===== src/rtl/cdc_handshake_rx.sv =====
// cdc_handshake_rx
//   Receive side of a toggle/ack clock-domain-crossing handshake. A change on
//   the (already synchronized) request toggle starts a settle interval, after
//   which the source-held word is captured and offered on a valid/ready port.
//   Acceptance flips the acknowledge toggle back toward the source domain.
//
// Ports
//   clk, rst_n     destination clock, async active-low reset
//   req_tgl_sync   synchronized request toggle
//   data_in        source word, held stable by the source until it sees ack
//   data_ready     downstream accepts data_out this cycle
//   data_out       captured word, held until the next capture
//   data_valid     data_out valid, held until accepted
//   ack_tgl        acknowledge toggle (registered, glitch-free)
//   busy           high while settling or presenting data
//   proto_err      sticky: source toggled again before being acknowledged
//   xfer_cnt       completed-transfer count, wraps at 16 bits
module cdc_handshake_rx #(
  parameter int unsigned DATA_WIDTH    = 32,
  parameter int unsigned SETTLE_CYCLES = 2
) (
  input  logic                  clk,
  input  logic                  rst_n,
  input  logic                  req_tgl_sync,
  input  logic [DATA_WIDTH-1:0] data_in,
  input  logic                  data_ready,
  output logic [DATA_WIDTH-1:0] data_out,
  output logic                  data_valid,
  output logic                  ack_tgl,
  output logic                  busy,
  output logic                  proto_err,
  output logic [15:0]           xfer_cnt
);

  typedef enum logic [1:0] {
    IDLE   = 2'd0,
    SETTLE = 2'd1,
    VALID  = 2'd2
  } state_t;

  state_t     state;
  logic       req_prev;
  logic [3:0] cnt;
  logic       evt;

  // req_prev only follows the toggle in IDLE, so an early toggle stays
  // pending and is picked up once the current transfer has been acked.
  assign evt  = req_tgl_sync ^ req_prev;
  assign busy = (state != IDLE);

  always_ff @(posedge clk or negedge rst_n) begin
    if (!rst_n) begin
      state      <= IDLE;
      req_prev   <= 1'b0;
      cnt        <= 4'd0;
      data_out   <= '0;
      data_valid <= 1'b0;
      ack_tgl    <= 1'b0;
      proto_err  <= 1'b0;
      xfer_cnt   <= 16'd0;
    end else begin
      case (state)
        IDLE: begin
          if (evt) begin
            req_prev <= req_tgl_sync;
            cnt      <= 4'(SETTLE_CYCLES);
            state    <= SETTLE;
          end
        end
        SETTLE: begin
          if (evt) proto_err <= 1'b1;
          if (cnt == 4'd0) begin
            data_out   <= data_in;
            data_valid <= 1'b1;
            state      <= VALID;
          end else begin
            cnt <= cnt - 4'd1;
          end
        end
        VALID: begin
          if (evt) proto_err <= 1'b1;
          if (data_ready) begin
            ack_tgl    <= ~ack_tgl;
            data_valid <= 1'b0;
            xfer_cnt   <= xfer_cnt + 16'd1;
            state      <= IDLE;
          end
        end
        default: state <= IDLE;
      endcase
    end
  end

endmodule


===== config.mk =====
export PLATFORM = sky130hd
export DESIGN_NAME = cdc_handshake_rx
export DESIGN_NICKNAME = d
export VERILOG_FILES = /design/src/rtl/cdc_handshake_rx.sv
export SDC_FILE = /design/constraint.sdc
export NUM_CORES = 1
export LEC_CHECK = 0
export CORE_ASPECT_RATIO = 0.75
export CORE_MARGIN = 2
export CORE_UTILIZATION = 46
export DETAILED_ROUTE_END_ITERATION = 10
export GPL_TIMING_DRIVEN = 0
export HOLD_SLACK_MARGIN = 0.12
export PLACE_DENSITY = 0.79
export SLEW_MARGIN = 20
export SYNTH_ARGS = -nofsm -noshare
export SYNTH_HDL_FRONTEND = slang
export SYNTH_SLANG_ARGS = --single-unit

===== constraint.sdc =====
create_clock -name clk -period 1.8 [get_ports clk]
set_input_delay 0.18 -clock clk [delete_from_list [all_inputs] [get_ports clk]]
set_output_delay 0.18 -clock clk [all_outputs]
set_load 0.1 [all_outputs]

# Yosys cells after proc, flatten, opt, wreduce, memory -nomap -nowiden
# Cells that the tools add are included.
# classes
add_sub_neg,2
mul,0
n_div,0
n_lt_le_gt_ge,0
eq_ne,6
shift,0
n_mux,10
n_bitwise,2
n_reduce_logical,13
# ops
op,count
16-bit by 1-bit adder with 16-bit output (second input constant),1
3-bit AND reduction,3
4-bit 2-to-1 mux,2
2-bit != test (second input constant),4
4-bit case mux with 2 select lines,1
2-bit AND reduction,4
2-bit 2-to-1 mux,3
2-bit case mux with 3 select lines,1
2-bit nonzero test,3
4-bit logical NOT,1
4-bit by 1-bit subtractor with 4-bit output (second input constant),1
2-bit by 1-bit equality test with 1-bit output (second input constant),1
2-bit equality test (second input constant),1
2-bit logical NOT,1
1-bit 2-to-1 mux,2
1-bit case mux with 2 select lines,1
2-bit OR reduction,1
1-bit NOT,1
1-bit bitwise XOR,1
# totals
register_bits,58
latchBits,0
mem_bits_rw,0
rom_bits,0
input_bits,36
out_inout_bits,52
n_memories,0

# Depth between registers and ports, before layout
# Gate-level depths: netlist (run 1).
# depth
ltp_word,3
mapped_depth,8

# Least setup slack after synthesis (run 1)
# No wires, ideal clock.
# synth_timing
kind,register -> register
start,reg xfer_cnt[0]
end,reg xfer_cnt[6]
t_arrival_ps,1816
required_time_ps,1642
slack_ps,-175
path_stages_with_launch,6
synth_period_minus_slack_ps,1975
cell_sequence,dfrtp_1 > ha_1 > nand2_1 > nor2_1 > nand4_1 > xnor2_1
# synth_via
elab_chain_cells,1
# synth_rtl
item,line,source
"start, declared",32,output logic [15:0] xfer_cnt
"start signal, assigned",85,xfer_cnt <= xfer_cnt + 16'd1;
16-bit by 1-bit adder with 16-bit output,85,
# Every way passes these cells.
# A chain may end at the register's enable or synchronous reset.

# Worst setup path in the final report (run 1)
# layout_timing
start,reg xfer_cnt[6]
end,out xfer_cnt[6]
# No word-level cell between the ends.

==> results of run 1 <==
-- synthesized netlist by cell type, types with 3 or more instances --
master    n  area, um2
dfrtp_1  58       1451
nand2_1   9      33.78
buf_12    3      60.06
nand3_1   5      25.02
ha_1      8      100.1
mux2_4   28      420.4
o31ai_1   3      22.52
and3_1    3      18.77
o21ai_0   3      15.01
xnor2_1  12      105.1
xor2_1    5      43.79
inv_1     7      26.28
nor2_1    7      26.28
nor3_1    3      15.01
mux2_2    8      90.09
-- cell families (layout without fill, tap and decap cells) --
kind of cell / after synthesis / after routing / share of synthesized area
flip-flops: 58 / 58 / 0.5505
AO/OA/AOI/OAI: 13 / 13 / 0.03370
XOR/XNOR: 17 / 17 / 0.05648
AND/OR/NAND/NOR: 40 / 40 / 0.08685
buffers and inverters: 11 / 118 / 0.03702
adder cells (fa/ha/maj): 8 / 8 / 0.03797
multiplexers: 37 / 37 / 0.1974
-- final timing paths --
path                               from  cells after the start           end
setup / recovery            xfer_cnt[6]                      1   xfer_cnt[6]
setup reg to reg                 cnt[0]                      7   data_out[0]
hold / removal                    rst_n                      2   xfer_cnt[4]
min in group clk            data_in[18]                      2  data_out[18]
hold reg to reg            xfer_cnt[15]                      1  xfer_cnt[15]
max in group asynchronous         rst_n                      3   xfer_cnt[2]
-- final cells by class --
type / instances / area, um2 / area share
timing repair buffer: 91 / 835.8 / 0.2208
clock buffer: 11 / 141.4 / 0.03734
tap: 75 / 93.84 / 0.02479
clock inverter: 5 / 53.80 / 0.01421
sequential: 58 / 1464 / 0.3866
multi-input combinational: 115 / 1100 / 0.2905
inverter: 7 / 26.28 / 0.006940
buffer: 4 / 71.32 / 0.01884
-- sequential cells by signal, indices dropped and copies added, names as in the netlist --
name        count
data_out       32
xfer_cnt       16
cnt             4
state           2
ack_tgl         1
data_valid      1
proto_err       1
req_prev        1
-- what timing repair did --
action / in CTS / in global routing
hold buffers: 1 / 0
resized for setup: 64 / 21
setup endpoints to repair: 56 / 28
pin swaps: 0 / 0
hold endpoints to repair: 58 / 0
setup buffers: 0 / 2
-- metal layers --
metal / up-vias / global-route usage / wire, um
li1: 842 / - / -
met1: 907 / 0.2470 / 2435
met2: 58 / 0.2958 / 2774
met3: 7 / 0.06957 / 330
met4: 0 / 0.05051 / 44
met5: - / 0 / 0
-- stage by stage --
stage                     setup slack (ns)  setup TNS [ns]  instance area (um2)  instances
after floorplan                    0.01509               0                 2649        184
after global placement              -1.498          -76.82                 3613        346
after detailed placement           -0.3648         -0.4133                 3638        347
after CTS                         0.001454               0                 3791        364
after global routing              0.001976               0                 3786        366
final                              0.04935               0                 3786        366
==> metrics.md, run 1 <==
| Metric | Value |
|---|---|
| Crit end category | output pin |
| Vias per cell | 4.956 |
| Clock Latency Late Sink | 0.33 ns |
| R2r setup slk | 0.06 ns |
| # diodes | 0 |
| First-pass GRT wire length | 9232 um |
| Routed WL | 5585 um |
| Area grow syn2layout | 43.62% |
| Vias in the first global route | 1819 |
| Worst Hold Class | input pin to async pin |
| Sequential area share after synthesis | 0.5505 |
| Initial core utilization | 0.4847 |
| GRT Resource Usage Total | 0.1882 |
| Post-synth EDFFs | 0 |
| Syn_area_per_cell | 14.33 um2 |
| Die width | 91.42 um |
| Synthesis-stage register bit count | 58 |
| Crit start category | register |
| Largest delay share family, worst path | buffers and inverters |
| TritonCTS clock tree | yes |
| First drt pass iteration count | 4 |
| Max-slew violation count | 0 |
| Root buffer cell | clkbuf_8 |
| Wirelength per Cell | 15.26 um |
| DRC viols | 0 |
| CP arrival | 1.57 ns |
| Vias | 1814 |
| Core area | 0.005439 mm2 |
| IO Count | 88 |
| Max-slew headroom | 0.3422 |
| IO buf count | 87 |
| Routed Antenna Nets | 0 |
| Kind of critical path | register to output pin |
| Clk_skew | 0.007563 ns |
| Min cycle time layout | 1.751 ns |
| Syn nets | 228 |
| Synth Flop Type | dfrtp_1 |
| Post-DP HPWL | 4009 um |
| Cell Rows | 23 |
| Maximum number of pins on one net before global-route repair | 47 |
| # clock sinks | 58 |
| Die area | 0.006359 mm2 |
| Most common cell after layout, fill and taps aside | dfrtp_1 |
| Nets | 330 |
| Slowest stage delay, CP | 0.86 ns |
| RSZ-0062 raised after global routing | false |
| Critical-path top delay cell | dlygate4sd2_1 |
| Maxcap violations | 0 |
| Final setup viols | 0 |
| Clk pin slew, worst setup/hold paths | 0.07 ns |
| Status | completed |
| Layout cells sized above 1 | 0.2955 |
| Chip Height | 69.56 um |
| WP buf/inv | 1 |
| Netlist Area Pre-Place | 0.002636 mm2 |
| Syn. warnings | 0 |
| Clock buffer count from CTS | 9 |
| Initial drt markers | 89 |
| Tcrit/Tclk final | 0.9726 |
| Yosys cell types | 33 |
| Finished Core Util | 0.6961 |
| Gate Count Post-Synth | 184 |
| Hold Violations, Final | 0 |
| Hold WS | 0.2552 ns |
| Most frequent cells in the layout | dfrtp_1 (48), dlygate4sd2_1 (35), clkdlybuf4s50_1 (34) |
| Worst EP required | 1.62 ns |
| Async set-reset flop share out of synthesis | 1.000 |
| Initial antenna violation count | 0 |
| Slew @ Worst Pin | 0.9905 ns |
| RD Place Congestion | 0.7825 |
| Clk buf depth | 2 |
| Crit Path Max Fanout | 3 |
| Grt total ovfl | 0 |
| Htree depth | 3 |
| Crit-path cells | dlygate4sd2_1 |
| Peak Freq | 571.2 MHz |
| Fillers | 392 |
Power of run 1 is not shown: default switching activity piles up to over one toggle a cycle in this logic, so the estimate is an artifact.
==> run 2: changes to the inputs <==
--- a/config.mk
+++ b/config.mk
@@ -12,6 +12,7 @@
 export GPL_TIMING_DRIVEN = 0
 export HOLD_SLACK_MARGIN = 0.12
 export PLACE_DENSITY = 0.79
+export RECOVER_POWER = 100
 export SLEW_MARGIN = 20
 export SYNTH_ARGS = -nofsm -noshare
 export SYNTH_HDL_FRONTEND = slang
==> metrics.md, run 2 (synthesis results as in run 1) <==
| Metric | Value |
|---|---|
| Vias in the first global route | 1819 (unchanged) |
| Wirelength per Cell | 15.21 um (-0.32%) |
| Cells on Worst Hold Path | 2 |
| Clk buf depth | 2 (unchanged) |
| Final instance count without filler cells | 366 (unchanged) |
| Max reg flops | 32 (unchanged) |
| RSZ-0062 raised after global routing | false |
| Clk_skew | 0.007395 ns (-0.0001683 ns) |
| Cell Rows | 23 (unchanged) |
| RD Place Congestion | 0.7825 (unchanged) |
| Vias per cell | 4.937 (-0.39%) |
| Min cycle time layout | 1.754 ns (+0.003222 ns) |
| TritonCTS clock tree | yes |
| Worst min-delay path startpoint | data_in[18] |
| First drt pass iteration count | 4 (unchanged) |
| Routed Antenna Nets | 0 (unchanged) |
| Routed WL | 5567 um (-0.32%) |
| Tcrit/Tclk final | 0.9744 (+0.001790) |
| Root buffer cell | clkbuf_8 |
| Dpl ws | -0.3648 ns (unchanged) |
| Die width | 91.42 um (unchanged) |
| Cell depth of the worst flop-to-flop path | 7 (unchanged) |
| Final setup viols | 0 (unchanged) |
| IO Count | 88 (unchanged) |
| DRC viols | 0 (unchanged) |
| Max-slew headroom | 0.2029 (-0.1393) |
| Initial core utilization | 0.4847 (unchanged) |
| Most common cell after layout, fill and taps aside | dfrtp_1 |
| # diodes | 0 (unchanged) |
| Crit Path Max Fanout | 3 (unchanged) |
| GRT Resource Usage Total | 0.1882 (unchanged) |
| Worst Hold Class | input pin to register |
| Htree depth | 3 (unchanged) |
| Status | completed |
| Final Worst Setup Slack | 0.04613 ns (-0.003222 ns) |
| Crit-path cells | dlygate4sd2_1 |
| Initial antenna violation count | 0 (unchanged) |
| Top reg by flops | data_out |
| R2r setup slk | 0.06 ns (about the same) |
| Clock buffer count from CTS | 9 (unchanged) |
| IO buf count | 87 (unchanged) |
| CP arrival | 1.57 ns (about the same) |
| Die area | 0.006359 mm2 (unchanged) |
| Layout cells sized above 1 | 0.2715 (-0.02405) |
| Vias | 1807 (-0.39%) |
| Most frequent cells in the layout | dfrtp_1 (53), clkdlybuf4s50_1 (34), clkbuf_1 (29) |
| Inst Count DP | 347 (unchanged) |
| Hold Violations, Final | 0 (unchanged) |
| Leading registers by flop count | data_out: 32 flops, xfer_cnt: 16 flops, cnt: 4 flops |
| Crit end category | output pin |
| Post-DP HPWL | 4009 um (unchanged) |
| Hold WS | 0.4645 ns (+0.2093 ns) |
| Worst EP required | 1.62 ns (about the same) |
| Chip Height | 69.56 um (unchanged) |
| Crit start category | register |
| Peak Freq | 570.2 MHz (-0.18%) |
| Core area | 0.005439 mm2 (unchanged) |
| Area grow syn2layout | 37.92% |
| Post-route cell area | 0.003636 mm2 (-4.0%) |
| Slowest stage delay, CP | 0.86 ns (about the same) |
| First-pass GRT wire length | 9232 um (unchanged) |
| Worst setup startpoint | xfer_cnt[6] |
| Crit. path cell count | 1 (unchanged) |
| Maximum number of pins on one net before global-route repair | 47 (unchanged) |
| Nets | 330 (unchanged) |
| Maxcap violations | 0 (unchanged) |
| Clk pin slew, worst setup/hold paths | 0.07 ns (about the same) |
| RR Endpoint | data_out[0] |
| Slew @ Worst Pin | 1.201 ns (+0.2103 ns) |
| Reg-to-reg startpoint | cnt[0] |
| Critical-path top delay cell | dlygate4sd2_1 |
| Initial drt markers | 85 (-4.5%) |
| Critical Path End | xfer_cnt[6] |
| Placed Area | 0.003638 mm2 (unchanged) |
| Max-slew violation count | 0 (unchanged) |
| Clock Latency Late Sink | 0.33 ns (about the same) |
| Largest delay share family, worst path | buffers and inverters |
| Grt total ovfl | 0 (unchanged) |
| # clock sinks | 58 (unchanged) |
| WP buf/inv | 1 (unchanged) |
| Kind of critical path | register to output pin |
==> run 2: changes by cell type in the layout (fill, tap and decap cells not counted), sizes merged <==
cell / previous run / this run
buf: 9 / 5
dlygate4sd2: 35 / 8
clkbuf: 19 / 50
==> run 2: cell type report <==
cell class                      instances  area [um2]
Buffer                                  4       71.32
Multi-Input combinational cell        115        1095
Clock inverter                          5       53.80
Fill cell                             421        1803
Timing Repair Buffer                   91       696.9
Sequential cell                        58        1458
Tap cell                               75       93.84
Inverter                                7       26.28
Clock buffer                           11       141.4
==> run 2: stage by stage <==
step	TNS, ns	utilization
2_1_floorplan	0	-
3_3_place_gp	-76.82	0.6644
3_5_place_dp	-0.4133	0.6690
4_1_cts	0	0.6970
5_1_grt	0	0.6685
6_report	0	0.6685
==> run 2: worst min-delay path by stage <==
stage,to,slack (ns)
after floorplan,ack_tgl,-0.12
after global placement,xfer_cnt[15],0.46
after detailed placement,xfer_cnt[4],0.05
after CTS,xfer_cnt[4],0.24
after global routing,data_out[29],0.44
final,data_out[18],0.46
==> run 2: metal layers <==
layer / wire length (um) / vias to the layer above / track usage
li1: - / 838 / -
met2: 2763 / 63 / 0.2958
met1: 2443 / 901 / 0.2470
met3: 332 / 5 / 0.06957
met5: 0 / - / 0
met4: 27 / 0 / 0.05051
==> run 2: timing repair <==
action / 4_1_cts / 5_1_grt
hold buffers: 1 / 0
resized for setup: 64 / 21
setup endpoints to repair: 56 / 28
hold endpoints to repair: 58 / 0
setup buffers: 0 / 2
Power of run 2 is left out for the same reason.
==> run 3: changes to the inputs <==
--- a/config.mk
+++ b/config.mk
@@ -8,6 +8,7 @@
 export CORE_ASPECT_RATIO = 0.75
 export CORE_MARGIN = 2
 export CORE_UTILIZATION = 46
+export CTS_CLUSTER_DIAMETER = 200
 export DETAILED_ROUTE_END_ITERATION = 10
 export GPL_TIMING_DRIVEN = 0
 export HOLD_SLACK_MARGIN = 0.12
==> results of run 3 <==
No change in the layout: final DEF, timing and power equal those of run 2.
Power of run 3 is left out for the same reason.
